--- src/rtl/DMNIPkg.sv ---
`default_nettype none
// ============================================================================
//  Package : DMNIPkg
//  Shared NI/BrLite types used by the BrLite transmit path.
//  Revision: 1.0
// ============================================================================
package DMNIPkg;

   typedef struct packed {
      logic [7:0]  service;
      logic [15:0] seq_source;
      logic [31:0] payload;
   } brlite_out_t;

endpackage
`default_nettype wire

--- src/rtl/brlite_tx_arbiter.sv ---
`default_nettype none
// ============================================================================
//  Module  : brlite_tx_arbiter
//  Round-robin share of the BrLite local output port between N_REQ requesters.
//  Optional ack watchdog enabled by the macro BRLITE_ARB_TIMEOUT_EN.
//  Revision: 1.0
// ============================================================================
module brlite_tx_arbiter
   import DMNIPkg::*;
#(
   parameter int N_REQ          = 2,
   parameter int TIMEOUT_CYCLES = 1024
) (
   input  logic                     clk_i,
   input  logic                     rst_i,
   input  logic [N_REQ-1:0]         req_i,
   input  brlite_out_t              data_i [N_REQ],
   output logic [N_REQ-1:0]         ack_o,
   input  logic                     br_local_busy_i,
   output logic                     br_req_o,
   input  logic                     br_ack_i,
   output brlite_out_t              br_data_o,
   output logic                     busy_o,
   output logic [$clog2(N_REQ)-1:0] grant_idx_o,
   output logic                     timeout_o
);

   localparam int c_IDX_W = $clog2(N_REQ);

   typedef enum logic [1:0] {
      S_IDLE    = 2'd0,
      S_REQ     = 2'd1,
      S_RELEASE = 2'd2
   } state_t;

   state_t             state_q;
   logic [c_IDX_W-1:0] ptr_q;
   logic [c_IDX_W-1:0] grant_q;
   logic [N_REQ-1:0]   ack_q;
   logic               br_req_q;
   brlite_out_t        br_data_q;

   logic [c_IDX_W-1:0] w_win_idx;
   logic               w_win_vld;

`ifdef BRLITE_ARB_TIMEOUT_EN
   localparam logic [15:0] c_TMO_LAST = 16'(TIMEOUT_CYCLES - 1);
   logic [15:0] tmo_cnt_q;
   logic        timeout_q;
`endif

   // Scan from the farthest candidate back to ptr+1 so the nearest set request wins.
   always_comb begin : p_pick
      int                 cand;
      logic [c_IDX_W-1:0] cand_idx;
      cand      = 0;
      cand_idx  = '0;
      w_win_idx = ptr_q;
      w_win_vld = 1'b0;
      for (int k = N_REQ; k >= 1; k--) begin
         cand = int'(ptr_q) + k;
         if (cand >= N_REQ) begin
            cand = cand - N_REQ;
         end
         cand_idx = c_IDX_W'(cand);
         if (req_i[cand_idx]) begin
            w_win_idx = cand_idx;
            w_win_vld = 1'b1;
         end
      end
   end

   always_ff @(posedge clk_i) begin
      if (rst_i) begin
         state_q   <= S_IDLE;
         ptr_q     <= c_IDX_W'(N_REQ - 1);
         grant_q   <= '0;
         ack_q     <= '0;
         br_req_q  <= 1'b0;
         br_data_q <= '0;
`ifdef BRLITE_ARB_TIMEOUT_EN
         tmo_cnt_q <= '0;
         timeout_q <= 1'b0;
`endif
      end else begin
         ack_q <= '0;
`ifdef BRLITE_ARB_TIMEOUT_EN
         timeout_q <= 1'b0;
`endif
         case (state_q)
            S_IDLE: begin
               if (w_win_vld && !br_local_busy_i) begin
                  br_data_q <= data_i[w_win_idx];
                  grant_q   <= w_win_idx;
                  br_req_q  <= 1'b1;
                  state_q   <= S_REQ;
`ifdef BRLITE_ARB_TIMEOUT_EN
                  tmo_cnt_q <= '0;
`endif
               end
            end
            S_REQ: begin
               if (br_ack_i) begin
                  br_req_q       <= 1'b0;
                  ack_q[grant_q] <= 1'b1;
                  ptr_q          <= grant_q;
                  state_q        <= S_RELEASE;
               end
`ifdef BRLITE_ARB_TIMEOUT_EN
               // Expiry drops the transfer but still releases the requester.
               else if (tmo_cnt_q == c_TMO_LAST) begin
                  br_req_q       <= 1'b0;
                  timeout_q      <= 1'b1;
                  ack_q[grant_q] <= 1'b1;
                  ptr_q          <= grant_q;
                  state_q        <= S_RELEASE;
               end else begin
                  tmo_cnt_q <= tmo_cnt_q + 16'd1;
               end
`endif
            end
            S_RELEASE: state_q <= S_IDLE;
            default:   state_q <= S_IDLE;
         endcase
      end
   end

   assign ack_o       = ack_q;
   assign br_req_o    = br_req_q;
   assign br_data_o   = br_data_q;
   assign busy_o      = (state_q != S_IDLE);
   assign grant_idx_o = grant_q;

`ifdef BRLITE_ARB_TIMEOUT_EN
   assign timeout_o = timeout_q;
`else
   assign timeout_o = 1'b0;
`endif

endmodule
`default_nettype wire
--- config.mk ---
export PLATFORM = sky130hd
export DESIGN_NAME = brlite_tx_arbiter
export DESIGN_NICKNAME = d
export VERILOG_FILES = /design/src/rtl/DMNIPkg.sv /design/src/rtl/brlite_tx_arbiter.sv
export SDC_FILE = /design/constraint.sdc
export NUM_CORES = 1
export LEC_CHECK = 0
export CAP_MARGIN = 5
export CORE_MARGIN = 2
export CORE_UTILIZATION = 30
export CTS_CLUSTER_SIZE = 28
export DETAILED_ROUTE_END_ITERATION = 10
export GPL_ROUTABILITY_DRIVEN = 0
export SLEW_MARGIN = 5
export SYNTH_ARGS = -nofsm -noshare
export SYNTH_HDL_FRONTEND = slang
export SYNTH_SLANG_ARGS = --single-unit
--- constraint.sdc ---
create_clock -name clk_i -period 2.7 [get_ports clk_i]
set_clock_uncertainty 0.1 [all_clocks]
set_input_delay 0.54 -clock clk_i [delete_from_list [all_inputs] [get_ports clk_i]]
set_output_delay 0.54 -clock clk_i [all_outputs]
set_load 0.1 [all_outputs]
# [After elaboration in Yosys (flattened, before gate mapping)]
# Cells that the tools add are included.
[totals] regBits=63 out_inout_bits=62 word_cells=57
[classes] addsub=4 n_lt_le_gt_ge=7 n_eq_ne=3 muxes=21 bitwise=3 reduce_logical=11
[ops] op="two-way mux 56 bit" n=3
[ops] op="two-way mux 1 bit" n=13
[ops] op="< comparator 1 x 2 -> 1 bit, second input constant" n=3
[ops] op="AND reduction 2 bit" n=3
[ops] op=">= comparator 2 bit, second input constant" n=2
[ops] op="two-way mux 2 bit" n=2
[ops] op="!= test 2 bit, second input constant" n=2
[ops] op="one-hot mux 2 bit (2 select lines)" n=1
[ops] op="nonzero test 2 bit" n=2
[ops] op="adder 1 x 2 -> 3 bit, second input constant" n=1
[ops] op=">= comparator 3 x 2 -> 1 bit, second input constant" n=1
[ops] op="AND reduction 3 bit" n=1
[ops] op="OR reduction 3 bit" n=1
[ops] op="adder 1 x 1 -> 2 bit, second input constant" n=1
[ops] op="equality test 2 x 1 -> 1 bit, second input constant" n=1
[ops] op="logical AND 1 bit" n=2
[ops] op="zero test 2 bit" n=1
[ops] op="inverter 1 bit" n=2
[ops] op="inverter 1 -> 2 bit" n=1
[ops] op="one-hot mux 1 bit (2 select lines)" n=1
[ops] op="subtractor 1 bit, second input constant" n=2
[ops] op="demux 1 bit (select 1 bit)" n=1
[ops] op=">= comparator 1 bit, second input constant" n=1
[ops] op="zero test 1 bit" n=1

# [Longest topological paths before layout]
[logic_depth] depth_word=11 ltp_mapped=6

# [Worst setup path before layout]
# No wires, ideal clock.
[synth_path] kind="input to register" start="input port req_i[1]" end="register br_data_q (netlist bit br_data_o[0])" setup_time_ns=0.089 t_arrival_ns=1.459 required_ns=2.511 path_slack_ns=1.052 cell_stages=6 path_buffers=3 cell_sequence="or2_1 -> clkbuf_2 -> and2_1 -> buf_6 -> buf_6 -> a311oi_2"
[synth_via] elab_chain_len=8 elab_cells_between_ends=14
[synth_lines] element="start: declaration" line="brlite_tx_arbiter.sv:16" source="input logic [N_REQ-1:0] req_i,"
[synth_lines] element="two-way mux 1 bit (implied by the code) (2 in series)" line="brlite_tx_arbiter.sv:66" source="if (req_i[cand_idx]) begin"
[synth_lines] element="two-way mux 1 bit (2 in series)" line="brlite_tx_arbiter.sv:66"
[synth_lines] element="inverter 1 -> 2 bit (implied by the code)" line="brlite_tx_arbiter.sv:93" source="br_data_q <= data_i[w_win_idx];"
[synth_lines] element="two-way mux 56 bit (implied by the code) (3 in series)" line="brlite_tx_arbiter.sv:93"
[synth_lines] element="end signal: assignment" line="brlite_tx_arbiter.sv:93"
[synth_lines] element="end: declaration" line="brlite_tx_arbiter.sv:41" source="brlite_out_t br_data_q;"
# Parallel ways exist; a longest one is shown, timed or not. The select of a mux whose other input is x is not followed.
# A chain may end at the register's enable or synchronous reset.

# [Worst setup path after layout]
[layout_path] start="input port req_i[1]" end="register br_data_q (netlist bit br_data_o[37])"
# Same word-level chain as after synthesis.

==> impl_metrics.py <==
metrics = {
    "floorplanning": {
        "die_height_um": 108,
        "die-area_sq_mm": 0.0117,
        "fp.dieW_um": 108,
        "core_sq_mm": 0.0107,
        "rows": 38,
        "start_util_pct": 30.5,
        "pin_count": 180,
    },
    "clock_tree": {
        "clk_pin_slew_ps": 70,
        "htreeDepth": 3,
        "cts_tree": "built",
        "cts-root-buf": "clkbuf_8",
        "cts_resized": 0,
        "insertion_delay_ps": 320,
        "cts_buffers": 9,
        "cts.sinks": 63,
        "cts_buffer_depth": 2,
        "hold_buffers": 0,
        "cts_setup_buffers": 0,
    },
    "pwr": {
        "power.leakage_uw": 0.00187,
        "ir_drop_uv": 332,
        "power_density_mw_per_mm2": 612,
    },
    "critical_path": {
        "required_ps": 2840,
        "r2r-start": "ptr_q$_SDFFE_PP1P_",
        "worstRegToRegCells": 4,
        "path_max_fanout": 40,
        "worst_path_largest_cell_delay_ps": 570,
        "start_kind": "primary input",
        "rr_endpoint": "br_data_o[37]$_SDFFE_PP0P_",
        "critPathKind": "in -> reg",
        "cp.arrival_ps": 2110,
        "r2r_setup_slack_ps": 1050,
        "end_kind": "flop",
        "path_cells": "clkdlybuf4s50_1 > or2_2 > buf_4 > a21oi_1 > a311oi_2",
        "crit_slowest_cell": "clkdlybuf4s50_1",
    },
    "routing": {
        "viasPerCell": 5.36,
        "antenna_left": 0,
        "drt-total-wl_mm": 11.5,
        "initialDrtViolationCount": 222,
        "drc_errors": 0,
        "via_count": 3533,
        "wl_per_cell_um": 17.4,
        "dr.pass1.iters": 4,
    },
    "yosys": {
        "yosysMostFrequentCell": "dfxtp_1",
        "synth_common_cells": "63 x dfxtp_1, 59 x a21oi_1, 56 x nand3_1",
        "yosysUniqueCellTypes": 27,
        "syn_area_per_cell_sq_um": 8.96,
        "ys_warn_count": 0,
        "synth-seq-cells": 63,
        "netlist.area_leader.share_pct": 38.7,
        "post-synth-top-area-cell": "dfxtp_1",
        "synth_area_sq_mm": 0.00326,
        "mappedNetlistNets": 482,
        "synthTopCellsByArea": "dfxtp_1 39%, a311oi_2 18%, a21oi_1 9.1%",
        "synthCells": 364,
        "ys_seq_area_share_pct": 38.7,
        "synth_edf_count": 0,
        "async_flop_share_pct": 0,
        "synthFlopType": "dfxtp_1",
    },
    "timing": {
        "hold-worst-slack_ps": 386,
        "finalCritPeriodShare_pct": 73.0,
        "final_hold_viol_count": 0,
        "max-slew-margin-rel_pct": 60.3,
        "min_period_ps": 1970,
        "drv_slew": 0,
        "tightest_slew_ps": 596,
        "rsz0062_at_grt": "no",
        "setup_tns_ps": 0,
        "finalSetupViolations": 0,
        "fmax_mhz": 508,
        "fin_ws_ps": 730,
    },
    "global_routing": {
        "grt_pass1_vias": 3381,
        "grt_max_degree": 49,
        "grtUsageTotal_pct": 18.6,
        "met1_usage_pct": 23.8,
        "use_met2_pct": 31.4,
        "grt_pass1_wl_mm": 17.2,
        "gr-total-overflow": 0,
        "antenna_found_initial": 0,
        "grt-busiest-layer": "met2",
        "use_met3_pct": 3.25,
    },
    "worst_hold_path": {
        "hp-start": "br_req_o$_SDFFE_PP0P_",
        "hp-class": "reg -> reg",
        "holdPathEnd": "br_req_o$_SDFFE_PP0P_",
        "hold-path-cell-count": 2,
    },
    "placement": {
        "hpwl_mm": 7.78,
        "dpl_worst_slack_ps": 402,
        "port_buffers": 178,
    },
    "final_layout": {
        "fin_nets": 633,
        "layout-drive-gt1-share_pct": 26.6,
        "area_growth_pct": 58.6,
        "diodes": 0,
    },
    "job": {
        "drv_cap": 0,
    },
    "run_status": {
        "status": "complete, no violations",
    },
}
through the flow:
step                total power, uW  instances  util [%]  area [sq um]
floorplan                      2020        364         -          3260
global placement               2400        644      46.7          4990
detailed placement             2410        644      46.7          4990
CTS                            3190        659      48.4          5170
global route                   3300        659      48.4          5170
finish                         3160        659      48.4          5170
power breakdown:
group	total [uW]	internal [uW]	switching, uW
Clock	778	419	359
Combinational	1320	409	914
Sequential	1060	1010	50.1
critical path, delay by kind of cell:
family	cells	cell delay [ps]
and+or+nand+nor	1	170
AOI/OAI and AO/OA	2	430
buffers and inverters	2	970
cell usage in the layout (no fill, tap or decap):
cell,instances
and2_1,1
dfxtp_1,63
a211o_1,1
o21ai_0,55
and2_2,2
nor3_1,1
nor2_4,1
nor3_4,1
clkdlybuf4s50_1,116
bufinv_16,1
clkbuf_8,9
nand2_1,2
buf_2,1
clkinvlp_4,1
a21oi_1,59
buf_12,7
o211ai_1,1
inv_1,3
clkbuf_1,2
a311oi_2,40
a21bo_2,1
a311oi_1,16
conb_1,1
or2_2,3
nand3_1,56
buf_4,67
nand2_2,1
clkinv_2,2
o21ai_1,1
nor2_1,2
nand3b_1,1
or3b_2,1
registers in the layout, indices dropped and copies added (netlist names):
name,count
grant_idx_o,1
ack_o,2
br_data_o,56
ptr_q,1
state_q,2
br_req_o,1
metal layers:
metal / vias up / part of all wire, %
li1: 1697 / -
met1: 1654 / 43
met2: 167 / 49
met3: 15 / 7.2
met4: 0 / 1.7
met5: - / 0
worst max path at each step:
stage          slack (ps)                         end  cells after the start      from
2_1_floorplan        1050   br_data_o[0]$_SDFFE_PP0P_                      6  req_i[1]
3_3_place_gp          440  br_data_o[55]$_SDFFE_PP0P_                      5  req_i[1]
3_5_place_dp          400  br_data_o[28]$_SDFFE_PP0P_                      5  req_i[1]
4_1_cts               750  br_data_o[37]$_SDFFE_PP0P_                      5  req_i[1]
5_1_grt               640  br_data_o[26]$_SDFFE_PP0P_                      5  req_i[1]
6_report              730  br_data_o[37]$_SDFFE_PP0P_                      5  req_i[1]
cell families after synthesis:
| logic type | after synthesis | share of synthesized area [%] |
|---|---|---|
| flops | 63 | 38.7 |
| simple gates | 72 | 11.6 |
| other cells | 1 | 0.115 |
| buf+inv | 54 | 8.44 |
| compound gates | 174 | 41.2 |
cell type report:
class	instances	area, sq um
repair buffers	191	1810
clock inverters	4	47.5
clock buffers	11	131
multi-input cells	247	1740
well taps	140	175
flip-flops and latches	63	1260
fillers	1064	5530
inverters	3	11.3
(Power assumes the default switching activity.)
